**src/rtl/vram_word_fetch.sv**
```systemverilog
// Fetches 16-bit words as little-endian byte pairs from a synchronous vector RAM into a 2-entry output FIFO.
// Optional HALT-opcode run termination is enabled by defining VFETCH_HALT_EN.
module vram_word_fetch #(
    parameter int AW = 10,
    parameter int DW = 8
) (
    input  logic          clk,
    input  logic          reset,
    input  logic          start,
    input  logic [AW-1:0] start_addr,
    input  logic          stop,
    output logic          busy,
    output logic [AW-1:0] ram_addr,
    input  logic [DW-1:0] ram_q,
    output logic [15:0]   word_out,
    output logic          word_valid,
    input  logic          word_ready
);

    localparam logic [1:0] IDLE  = 2'd0;
    localparam logic [1:0] RD_LO = 2'd1;
    localparam logic [1:0] RD_HI = 2'd2;
    localparam logic [1:0] WAIT  = 2'd3;

    localparam logic [AW-1:0] ADDR_ONE  = {{(AW-1){1'b0}}, 1'b1};
    localparam logic [AW-1:0] EVEN_MASK = {{(AW-1){1'b1}}, 1'b0};

    logic [1:0]    state_r,   state_s;
    logic [AW-1:0] ram_addr_r, ram_addr_s;
    logic          lo_pend_r, lo_pend_s;
    logic          hi_pend_r, hi_pend_s;
    logic [DW-1:0] lo_byte_r, lo_byte_s;
    logic [1:0]    count_r,   count_s;
    logic [15:0]   e0_r,      e0_s;
    logic [15:0]   e1_r,      e1_s;
    logic          busy_r,    busy_s;
    logic          valid_r,   valid_s;

    logic          pop_s;
    logic          push_s;
    logic          halt_s;
    logic [1:0]    slot_s;
    logic [1:0]    count_nx_s;
    logic [15:0]   push_word_s;

    // HALT opcode detection on the word being pushed this cycle
`ifdef VFETCH_HALT_EN
    assign halt_s = hi_pend_r && (ram_q[DW-1:DW-3] == 3'b001);
`else
    assign halt_s = 1'b0;
`endif

    // FIFO bookkeeping: pop from the head, push into the first free slot after the pop
    always_comb begin
        pop_s       = (count_r != 2'd0) && word_ready;
        push_s      = hi_pend_r;
        push_word_s = {ram_q, lo_byte_r};
        count_nx_s  = count_r + {1'b0, push_s} - {1'b0, pop_s};
        slot_s      = count_r - {1'b0, pop_s};
        lo_byte_s   = lo_pend_r ? ram_q : lo_byte_r;
        if (pop_s) begin
            e0_s = e1_r;
        end else begin
            e0_s = e0_r;
        end
        e1_s = e1_r;
        if (push_s) begin
            if (slot_s == 2'd0) begin
                e0_s = push_word_s;
            end else begin
                e1_s = push_word_s;
            end
        end else begin
            e1_s = e1_r;
        end
    end

    // Read sequencer; a new word is issued only if it still fits in the FIFO once it lands
    always_comb begin
        state_s    = state_r;
        ram_addr_s = ram_addr_r;
        count_s    = count_nx_s;
        lo_pend_s  = (state_r == RD_LO);
        hi_pend_s  = (state_r == RD_HI);
        case (state_r)
            IDLE: begin
                if (start && !busy_r) begin
                    state_s    = RD_LO;
                    ram_addr_s = start_addr & EVEN_MASK;
                end else begin
                    state_s    = IDLE;
                end
            end
            RD_LO: begin
                state_s    = RD_HI;
                ram_addr_s = ram_addr_r + ADDR_ONE;
            end
            RD_HI: begin
                // the word just read is still in flight, so only an empty FIFO admits another
                if (count_nx_s == 2'd0) begin
                    state_s    = RD_LO;
                    ram_addr_s = ram_addr_r + ADDR_ONE;
                end else begin
                    state_s    = WAIT;
                end
            end
            WAIT: begin
                if (count_nx_s != 2'd2) begin
                    state_s    = RD_LO;
                    ram_addr_s = ram_addr_r + ADDR_ONE;
                end else begin
                    state_s    = WAIT;
                end
            end
            default: begin
                state_s = IDLE;
            end
        endcase

        // a HALT word cancels the read already issued behind it; the FIFO drains normally
        if (halt_s) begin
            state_s   = IDLE;
            lo_pend_s = 1'b0;
            hi_pend_s = 1'b0;
        end else begin
            lo_pend_s = lo_pend_s;
        end

        if (stop) begin
            state_s   = IDLE;
            lo_pend_s = 1'b0;
            hi_pend_s = 1'b0;
            count_s   = 2'd0;
        end else begin
            count_s   = count_nx_s;
        end

        busy_s  = (state_s != IDLE) || (count_s != 2'd0);
        valid_s = (count_s != 2'd0);
    end

    // State, FIFO and output registers
    always_ff @(posedge clk) begin
        if (reset) begin
            state_r    <= IDLE;
            ram_addr_r <= '0;
            lo_pend_r  <= 1'b0;
            hi_pend_r  <= 1'b0;
            lo_byte_r  <= '0;
            count_r    <= 2'd0;
            e0_r       <= 16'd0;
            e1_r       <= 16'd0;
            busy_r     <= 1'b0;
            valid_r    <= 1'b0;
        end else begin
            state_r    <= state_s;
            ram_addr_r <= ram_addr_s;
            lo_pend_r  <= lo_pend_s;
            hi_pend_r  <= hi_pend_s;
            lo_byte_r  <= lo_byte_s;
            count_r    <= count_s;
            e0_r       <= stop ? 16'd0 : e0_s;
            e1_r       <= stop ? 16'd0 : e1_s;
            busy_r     <= busy_s;
            valid_r    <= valid_s;
        end
    end

    assign busy       = busy_r;
    assign ram_addr   = ram_addr_r;
    assign word_out   = e0_r;
    assign word_valid = valid_r;

endmodule
```
**config.mk**
```make
export PLATFORM = sky130hd
export DESIGN_NAME = vram_word_fetch
export DESIGN_NICKNAME = d
export VERILOG_FILES = /design/src/rtl/vram_word_fetch.sv
export SDC_FILE = /design/constraint.sdc
export NUM_CORES = 1
export LEC_CHECK = 0
export ABC_AREA = 0
export CAP_MARGIN = 0
export CORE_MARGIN = 10
export CORE_UTILIZATION = 40
export DETAILED_ROUTE_END_ITERATION = 7
export PLACE_DENSITY = 0.67
export SYNTH_ARGS = -nofsm -noshare
export SYNTH_HDL_FRONTEND = slang
export SYNTH_SLANG_ARGS = --single-unit
```
**constraint.sdc**
```tcl
create_clock -name clk -period 1.85 [get_ports clk]
set_clock_uncertainty 0.1 [all_clocks]
set_input_delay 0.2775 -clock clk [delete_from_list [all_inputs] [get_ports clk]]
set_output_delay 0.2775 -clock clk [all_outputs]
set_load 0.02 [all_outputs]
```
---- After elaboration in Yosys (flattened, before gate mapping) ----
Index checks and enable logic that the tools add are counted.
storage, ports and cells
  register bits after elaboration ......... 58
operators by class
  reduce and logical (&&, ||, !) cells .... 13
  equality and inequality tests ........... 7
  bitwise logic cells ..................... 1
  muxes and demuxes ....................... 13
  add/sub/neg operators ................... 4
operator list
  kind                                                    number
  two-way mux 16 bit                                      3
  one-hot mux 10 bit (4 select lines)                     1
  two-way mux 10 bit                                      3
  adder 10 x 1 -> 10 bit (second input constant)          1
  two-way mux 2 bit                                       4
  one-hot mux 2 bit (4 select lines)                      1
  logical NOT 2 bit                                       3
  inequality test 2 bit (second input constant)           3
  nonzero test 2 bit                                      3
  == test 2 bit (second input constant)                   2
  subtractor 2 x 1 -> 2 bit                               2
  AND reduction 3 bit                                     1
  adder 2 x 1 -> 2 bit                                    1
  == test 2 x 1 -> 1 bit (second input constant)          1
  logical AND 1 bit                                       2
  inequality test 2 x 1 -> 1 bit (second input constant)  1
  AND reduction 2 bit                                     1
  OR reduction 2 bit                                      1
  logical NOT 1 bit                                       1
  logical OR 1 bit                                        1
  two-way mux 1 bit                                       1
  NOT 1 bit                                               1

---- Longest topological paths before layout ----
Gate-level depths: netlist (run 1).
  depth after elaboration ................. 9
  mapped depth ............................ 8

---- Least setup slack after synthesis (run 1) ----
Ideal clock, no wire load.
  path kind ............................... input to register
  start point ............................. in word_ready
  end point ............................... reg ram_addr_r[5], in the netlist ram_addr[5]
  slack ................................... -0.003 ns
  stages .................................. 8
  data arrival time ....................... 1.634 ns
  cells stage by stage .................... nor2b_2 -> a21o_1 -> ha_1 -> inv_1 -> nand2_1 -> nor3_4 -> nor2_2 -> o221a_2
on the way
  cells in the longest elaborated chain, start to end .. 5
  elaborated cells on any way between the ends .. 7
  those cells by class .................... 1 x add/sub; 3 x eq/ne; 3 x reduce/logical
RTL lines
  what                                                                               RTL line  RTL
  from (decl)                                                                        17        input logic word_ready
  logical AND 1 bit *                                                                55        pop_s = (count_r != 2'd0) && word_ready;
  subtractor 2 x 1 -> 2 bit *                                                        58        count_nx_s = count_r + {1'b0, push_s} - {1'b0, pop_s};
  inequality test 2 bit or logical NOT 2 bit (tied branches)                         108, 100
  inequality test 2 bit (no line) or inequality test 2 x 1 -> 1 bit (tied branches)  n/a
  AND reduction 3 bit (no line) *                                                    n/a
  to (signal assigned)                                                               157       ram_addr_r <= ram_addr_s;
  to (decl)                                                                          29        logic [AW-1:0] ram_addr_r, ram_addr_s;
Mark *: on every way between the ends. The rest lies on a longest branch, timed or not.
A chain may end at the register's enable or synchronous reset.

---- Worst setup path after layout (run 1) ----
  start point ............................. reg count_r[0]
  end point ............................... reg ram_addr_r[5], in the netlist ram_addr[5]
on the way
  cells in the longest elaborated chain, start to end .. 6
  elaborated cells on any way between the ends .. 9
  those cells by class .................... 2 x add/sub; 3 x eq/ne; 4 x reduce/logical
RTL lines
  what                                                                               RTL line  RTL
  from (decl)                                                                        33        logic [1:0] count_r, count_s;
  from (signal assigned)                                                             161       count_r <= count_s;
  parallel branches: the longest is 2 deep, another holds adder 2 x 1 -> 2 bit       n/a
  subtractor 2 x 1 -> 2 bit *                                                        58
  inequality test 2 bit or logical NOT 2 bit (tied branches)                         108, 100
  inequality test 2 bit (no line) or inequality test 2 x 1 -> 1 bit (tied branches)  n/a
  AND reduction 3 bit (no line) *                                                    n/a
Every way passes the cells marked *.

==> qor.tcl, run 1 <==
set qor(groute.usage.overall) 0.136
set qor(insertion_delay_ns) 0.33
set qor(postLayoutCellArea_mm2) 0.00353
set qor(floorplan.core_area_mm2) 0.00628
set qor(io-pin-count) 51
set qor(area_growth_syn_to_layout_pct) 38.3
set qor(gr-total-overflow) 0
set qor(nFillCells) 584
set qor(via_per_inst) 5.26
set qor(detailed_place_hpwl_mm) 4.58
set qor(worst_setup_path_end_kind) {register}
set qor(post-route-drc-count) 0
set qor(cts.sink_count) 58
set qor(fin_crit_sh) 0.987
set qor(critPathRequiredTime_ns) 1.97
set qor(synth_instances) 295
set qor(netlist.area_leader.share) 0.454
set qor(crit_path_cell_trace) {nor2b_4 -> a21o_1 -> ha_4 -> inv_4 -> nand2_4 -> nor3_4 -> nor2_4 -> o221a_2}
set qor(antenna_cells) 0
set qor(timing.critical_path.slowest_stage_cell) {sky130_fd_sc_hd__dfxtp_2}
set qor(post_synth_instance_area_mm2) 0.00255
set qor(drt-initial-drc-count) 102
set qor(timing.hold.worst_path_depth) 2
set qor(wl_per_cell_um) 14.8
set qor(die_w_um) 99.9
set qor(p_leak_nw) 1.38
set qor(max-clock-path-buffers) 2
set qor(grt_pass1_wl_mm) 11.2
set qor(holdCritPathClass) {reg -> reg}
set qor(layout_commonest_cell) {sky130_fd_sc_hd__dfxtp_1}
set qor(hold-path-endpoint) {e1_r[2]}
set qor(total_nets_final) 385
set qor(ys_ff_latch) 58
set qor(maximum_vdd_ir_drop_v) 0.000447
set qor(timing_max_transition_violations_final) 0
set qor(outcome) {finished, final reports clean}
set qor(dominantRegCellSynth) {sky130_fd_sc_hd__dfxtp_1}
set qor(post_cts_hold_buffer_count) 0
set qor(holdCritStartpoint) {e1_r[2]}
set qor(biggest_cell_delay_along_the_critical_path_ns) 0.33
set qor(reg2reg_depth) 8
set qor(timing.slew.headroom) 0.676
set qor(regToRegEndpoint) {ram_addr[5]}
set qor(yosysUniqueCellTypes) 46
set qor(number_of_warnings_issued_by_yosys) 0
set qor(synth_async_sr_flop_share) 0
set qor(post_dp_cell_area_mm2) 0.00325
set qor(initial_utilization) 0.407
set qor(finalHoldWorstSlack_ns) 0.354
set qor(maxClockFrequency_mhz) 548
set qor(cts_buffers) 9
set qor(synth_largest_area_cell) {sky130_fd_sc_hd__dfxtp_1}
set qor(mostFrequentLayoutCells) {57 x sky130_fd_sc_hd__dfxtp_1, 46 x sky130_fd_sc_hd__nand2_1, 46 x sky130_fd_sc_hd__clkdlybuf4s50_1}
set qor(critical_path.startpoint_type) {register}
set qor(synthTopCellsByArea) {sky130_fd_sc_hd__dfxtp_1 45%, sky130_fd_sc_hd__mux2i_1 9.8%, sky130_fd_sc_hd__nand2_1 6.9%}
set qor(drv_cap) 0
set qor(crit_arrival_ns) 1.94
set qor(grt_start_max_net_pins) 33
set qor(clk_pin_slew_worst_paths_ns) 0.06
set qor(first_pass_iters) 4
set qor(synth_sequential_area_ratio) 0.454
set qor(timing.final.crit_period_ns) 1.83
set qor(floorplan.rows) 29
set qor(worst_r2r_startpoint) {count_r[0]}
set qor(rsz0062_at_grt) {yes}
set qor(r2r_setup_slack_ns) 0.02
set qor(powerDensity_mw_per_mm2) 739
set qor(dieArea_mm2) 0.00998
set qor(setup_viol) 0
set qor(route.final.wire_length_mm) 6.54
set qor(ctsHtreeMaxLevel) 3
set qor(dieHeight_um) 99.9
set qor(critical_path_class) {reg -> reg}
set qor(clock_root_buffer) {sky130_fd_sc_hd__clkbuf_8}
set qor(startpoint) {count_r[0]}
set qor(io_buffers) 49
set qor(hold_viol_final) 0
set qor(grt_antenna_before_repair) 0
set qor(layout-drive-gt1-share) 0.170
set qor(postSynthAreaPerCell_um2) 8.66
set qor(final_estimated_routing_congestion_in_global_placement) 0.810
set qor(slew_at_the_pin_with_the_worst_max_slew_slack_ns) 0.485
set qor(cts_tree) {done}
set qor(number_of_enable_flip_flop_cells_after_synthesis) 0
set qor(dr_total_vias) 2327
set qor(ant_nets) 0
set qor(worst-path-max-fanout) 8
set qor(syn_nets) 320
set qor(first_global_vias) 2273
## sequential cells by signal, indices dropped and copies added (netlist names)
name        cells
e1_r           16
hi_pend_r       1
lo_pend_r       1
ram_addr       10
word_valid      1
word_out       16
lo_byte_r       8
busy            1
state_r         2
count_r         2
## worst max path at each step
stage | end | slack, ns
after CTS | ram_addr[5] | 0.004
after global routing | ram_addr[5] | -0.08
after floorplan | ram_addr[5] | 0.009
after global placement | ram_addr[3] | -0.51
after detailed placement | ram_addr[4] | -0.59
final | ram_addr[5] | 0.02
## cell type report
class / instances / area, um2 / area share
Clock buffer: 13 / 149 / 0.0421
Clock inverter: 3 / 15.0 / 0.00425
Inverter: 4 / 17.5 / 0.00496
Multi-Input combinational cell: 214 / 1390 / 0.394
Sequential cell: 58 / 1160 / 0.329
Tap cell: 77 / 96.3 / 0.0273
Timing Repair Buffer: 73 / 699 / 0.198
## metrics by stage
| step | setup TNS [ns] | total power [mW] | utilization | setup WS, ns | instances |
|---|---|---|---|---|---|
| after CTS | 0 | 2.63 | 0.558 | 0.00355 | 441 |
| after global placement | -6.07 | 1.63 | 0.517 | -0.510 | 425 |
| after detailed placement | -6.90 | 1.62 | 0.517 | -0.592 | 425 |
| after global routing | -0.508 | 2.71 | 0.563 | -0.0764 | 442 |
| final | 0 | 2.61 | 0.563 | 0.0243 | 442 |
| after floorplan | 0 | 1.48 | - | 0.00892 | 295 |
## worst max-delay path: cells and delay by family (launching register included)
| kind | cells | cell delay [ns] |
|---|---|---|
| simple gates | 4 | 0.57 |
| compound gates | 2 | 0.40 |
| flops | 1 | 0.33 |
| fa+ha+maj | 1 | 0.24 |
| buf+inv | 1 | 0.06 |
## repair_timing
action | in CTS | in global routing
endpoints found under the setup margin | 13 | 12
cloned | 0 | 0
resized for setup | 19 | 5
pin swaps | 6 | 6
setup buffers | 0 | 1
## cell usage after synthesis (2+ instances only)
| cell | number |
|---|---|
| sky130_fd_sc_hd__dfxtp_1 | 58 |
| sky130_fd_sc_hd__nand2_1 | 47 |
| sky130_fd_sc_hd__nor2_1 | 39 |
| sky130_fd_sc_hd__a21oi_1 | 29 |
| sky130_fd_sc_hd__mux2i_1 | 25 |
| sky130_fd_sc_hd__a211oi_1 | 17 |
| sky130_fd_sc_hd__buf_2 | 7 |
| sky130_fd_sc_hd__o32ai_1 | 7 |
| sky130_fd_sc_hd__clkbuf_1 | 6 |
| sky130_fd_sc_hd__nor3_1 | 4 |
| sky130_fd_sc_hd__a21o_1 | 3 |
| sky130_fd_sc_hd__a22oi_1 | 3 |
| sky130_fd_sc_hd__a31oi_1 | 3 |
| sky130_fd_sc_hd__buf_1 | 3 |
| sky130_fd_sc_hd__nand2b_1 | 3 |
| sky130_fd_sc_hd__nor2b_1 | 3 |
| sky130_fd_sc_hd__nor3b_1 | 3 |
| sky130_fd_sc_hd__ha_1 | 2 |
| sky130_fd_sc_hd__inv_1 | 2 |
| sky130_fd_sc_hd__nand3_1 | 2 |
| sky130_fd_sc_hd__nor4b_1 | 2 |
| sky130_fd_sc_hd__o21ai_0 | 2 |
| sky130_fd_sc_hd__o21ai_1 | 2 |
## where the power goes
part	internal [mW]	switching, mW	leakage, nW
Sequential	1.28	0.0339	0.470
Clock	0.517	0.470	0.0872
Combinational	0.155	0.159	0.819
## routing by layer
| metal | GRT usage | wire length, um | share of wire |
|---|---|---|---|
| met5 | 0 | 0 | 0 |
| met4 | 0.0562 | 55 | 0.0084 |
| met3 | 0.0646 | 593 | 0.091 |
| met2 | 0.205 | 3020 | 0.46 |
| met1 | 0.162 | 2870 | 0.44 |
## logic make-up (layout without fill, tap and decap cells)
family / count (synthesis) / in the layout / share of synthesized area
muxes: 25 / 25 / 0.0979
AOI/OAI and AO/OA: 73 / 73 / 0.189
DFF: 58 / 58 / 0.454
buffers and inverters: 23 / 93 / 0.0421
adders and majority gates: 2 / 2 / 0.00979
and+or+nand+nor: 114 / 114 / 0.207
Note: power is estimated with default switching activity, not from simulation.
==> inputs of run 2 (changes only) <==
--- a/config.mk
+++ b/config.mk
@@ -9,6 +9,7 @@
 export CAP_MARGIN = 0
 export CORE_MARGIN = 10
 export CORE_UTILIZATION = 40
+export CTS_CLUSTER_SIZE = 25
 export DETAILED_ROUTE_END_ITERATION = 7
 export PLACE_DENSITY = 0.67
 export SYNTH_ARGS = -nofsm -noshare
==> results of run 2 <==
The final DEF is identical to that of run 1; final timing and power are the same.
==> inputs of run 3 (changes only) <==
--- a/config.mk
+++ b/config.mk
@@ -7,11 +7,13 @@
 export LEC_CHECK = 0
 export ABC_AREA = 0
 export CAP_MARGIN = 0
+export CELL_PAD_IN_SITES_DETAIL_PLACEMENT = 1
+export CELL_PAD_IN_SITES_GLOBAL_PLACEMENT = 2
 export CORE_MARGIN = 10
-export CORE_UTILIZATION = 40
+export CORE_UTILIZATION = 27
 export CTS_CLUSTER_SIZE = 25
 export DETAILED_ROUTE_END_ITERATION = 7
-export PLACE_DENSITY = 0.67
+export PLACE_DENSITY_LB_ADDON = 0.1
 export SYNTH_ARGS = -nofsm -noshare
 export SYNTH_HDL_FRONTEND = slang
 export SYNTH_SLANG_ARGS = --single-unit
==> run 3 against run 2 <==
Effect of this change: the run now ends with negative setup slack left; cell count rose by 13%; first-iteration DRC count fell by 50%; global-route usage decreased by 1.5 points; hold slack improved by 0.0037 ns; core utilization down 16 points; via count rose by 0.82%; register-to-register slack worse by 0.07 ns; non-clock buffer count up 6; fmax is 3.4% lower; clock power rose by 13%; highest routed layer unchanged.
==> qor.tcl, run 3 (synthesized netlist as in run 1, its figures left out) <==
set qor(outcome) {complete, but fails checks}
set qor(failed_checks) {negative setup slack}
set qor(layout-drive-gt1-share) 0.205
set qor(mostFrequentLayoutCells) {57 x sky130_fd_sc_hd__dfxtp_1, 46 x sky130_fd_sc_hd__nand2_1, 45 x sky130_fd_sc_hd__clkdlybuf4s50_1}
set qor(floorplan.rows) 35
set qor(rsz0062_at_grt) {yes}
set qor(io-pin-count) 51
set qor(drv_cap) 0
set qor(antenna_cells) 0
set qor(timing.critical_path.slowest_stage_cell) {sky130_fd_sc_hd__dfxtp_4}
set qor(area.sequential_mm2) 0.00116
set qor(dp.cells) 481
set qor(detailed_place_hpwl_mm) 5.47
set qor(route.final.wire_length_mm) 7.86
set qor(timing_max_transition_violations_final) 0
set qor(multi_input_comb_area_mm2) 0.00142
set qor(clock_root_buffer) {sky130_fd_sc_hd__clkbuf_8}
set qor(critical_path_buf_inv_count) 1
set qor(maximum_vdd_ir_drop_v) 0.000282
set qor(regToRegEndpoint) {ram_addr[5]}
set qor(p_leak_nw) 1.43
set qor(post-route-drc-count) 0
set qor(cts_tree) {done}
set qor(area_growth_syn_to_layout_pct) 45.6
set qor(worst_r2r_startpoint) {count_r[0]}
set qor(floorplan.core_area_mm2) 0.00924
set qor(dr_total_vias) 2346
set qor(crit_arrival_ns) 2.01
set qor(initial_utilization) 0.277
set qor(reg2reg_depth) 8
set qor(via_per_inst) 4.69
set qor(timing.slew.headroom) 0.679
set qor(first_pass_iters) 4
set qor(maxClockFrequency_mhz) 529
set qor(fin_crit_sh) 1.02
set qor(fin_setup_tns_ns) -0.0471
set qor(critical_path_class) {reg -> reg}
set qor(die_w_um) 117
set qor(holdCritStartpoint) {e1_r[9]}
set qor(final_estimated_routing_congestion_in_global_placement) 0.769
set qor(insertion_delay_ns) 0.33
set qor(setup_viol) 3
set qor(gr-total-overflow) 0
set qor(slew_at_the_pin_with_the_worst_max_slew_slack_ns) 0.481
set qor(grt_antenna_before_repair) 0
set qor(nFillCells) 1072
set qor(worst-path-max-fanout) 8
set qor(critical_path.startpoint_type) {register}
set qor(cts.sink_count) 58
set qor(max-clock-path-buffers) 2
set qor(post_cts_hold_buffer_count) 0
set qor(groute.usage.overall) 0.121
set qor(drt-initial-drc-count) 51
set qor(ctsHtreeMaxLevel) 3
set qor(r2r_setup_slack_ns) -0.04
set qor(wl_per_cell_um) 15.7
set qor(hold_viol_final) 0
set qor(dieArea_mm2) 0.0138
set qor(grt_pass1_wl_mm) 13.0
set qor(finalWorstSetupSlack_ns) -0.0409
set qor(critPathRequiredTime_ns) 1.97
set qor(layout_commonest_cell) {sky130_fd_sc_hd__dfxtp_1}
set qor(total_nets_final) 391
set qor(crit_family) {simple AND/OR/NAND/NOR gates}
set qor(dieHeight_um) 117
set qor(io_buffers) 49
set qor(biggest_cell_delay_along_the_critical_path_ns) 0.36
set qor(ant_nets) 0
set qor(hold-path-endpoint) {e1_r[9]}
set qor(timing.hold.worst_path_depth) 2
set qor(first_global_vias) 2568
set qor(holdCritPathClass) {reg -> reg}
set qor(clk_pin_slew_worst_paths_ns) 0.07
set qor(timing.final.crit_period_ns) 1.89
set qor(cts_buffers) 9
set qor(worst_setup_path_end_kind) {register}
set qor(final_instance_count_excl_fillers) 500
set qor(grt_start_max_net_pins) 41
set qor(powerDensity_mw_per_mm2) 742
set qor(crit_path_cell_trace) {nor2b_4 -> a21o_1 -> ha_4 -> inv_4 -> nand2_4 -> nor3_4 -> nor2_4 -> o221a_2}
-- run 3: worst max-delay path by stage --
stage | start | end | slack [ns] | depth (start not counted)
6_report | count_r[0] | ram_addr[5] | -0.04 | 8
4_1_cts | count_r[0] | ram_addr[8] | -0.06 | 8
3_3_place_gp | word_ready | ram_addr[5] | -0.52 | 9
2_1_floorplan | word_ready | ram_addr[5] | 0.009 | 7
5_1_grt | count_r[0] | ram_addr[5] | -0.11 | 8
3_5_place_dp | word_ready | ram_addr[2] | -0.63 | 9
-- run 3: report_power, final --
group          switching (mW)  internal [mW]  leakage [nW]
sequential             0.0328           1.27         0.470
combinational           0.170          0.169         0.869
clock                   0.525          0.591        0.0944
total                   0.728           2.03          1.43
-- run 3: area by class of cell --
type,count,share of cell area
Inverter,4,0.00471
Tap cell,129,0.0434
Timing Repair Buffer,79,0.207
Clock buffer,12,0.0444
Multi-Input combinational cell,214,0.381
Clock inverter,4,0.00673
Sequential cell,58,0.313
-- run 3: metrics by stage --
stage	power (mW)	instance area, um2	hold WS (ns)	worst slack [ns]	util
finish	2.76	3720	0.357	-0.0409	0.403
detailed placement	1.65	3370	0.349	-0.633	0.364
floorplan	1.48	2550	0.313	0.00892	-
global placement	1.65	3370	0.344	-0.520	0.364
global route	2.89	3720	0.376	-0.110	0.403
CTS	2.80	3640	0.359	-0.0626	0.394
-- run 3: routing by layer --
| layer | vias up | part of all wire | global-route usage |
|---|---|---|---|
| met2 | 39 | 0.47 | 0.201 |
| li1 | 1188 | - | - |
| met1 | 1111 | 0.47 | 0.145 |
| met5 | - | 0 | 0 |
| met3 | 8 | 0.050 | 0.0336 |
| met4 | 0 | 0.012 | 0.0453 |
-- run 3: worst reg2reg max path, stage by stage, from the launching register on --
cell	delay, ns
sky130_fd_sc_hd__dfxtp_4	0.36
sky130_fd_sc_hd__nor2b_4	0.12
sky130_fd_sc_hd__a21o_1	0.18
sky130_fd_sc_hd__ha_4	0.24
sky130_fd_sc_hd__inv_4	0.06
sky130_fd_sc_hd__nand2_4	0.05
sky130_fd_sc_hd__nor3_4	0.28
sky130_fd_sc_hd__nor2_4	0.13
sky130_fd_sc_hd__o221a_2	0.26
-- run 3: what timing repair did --
| item | CTS | global route |
|---|---|---|
| gates cloned | 0 | 0 |
| resized for setup | 17 | 16 |
| pin swaps | 6 | 10 |
| endpoints found under the setup margin | 12 | 13 |
| buffers inserted | 2 | 1 |
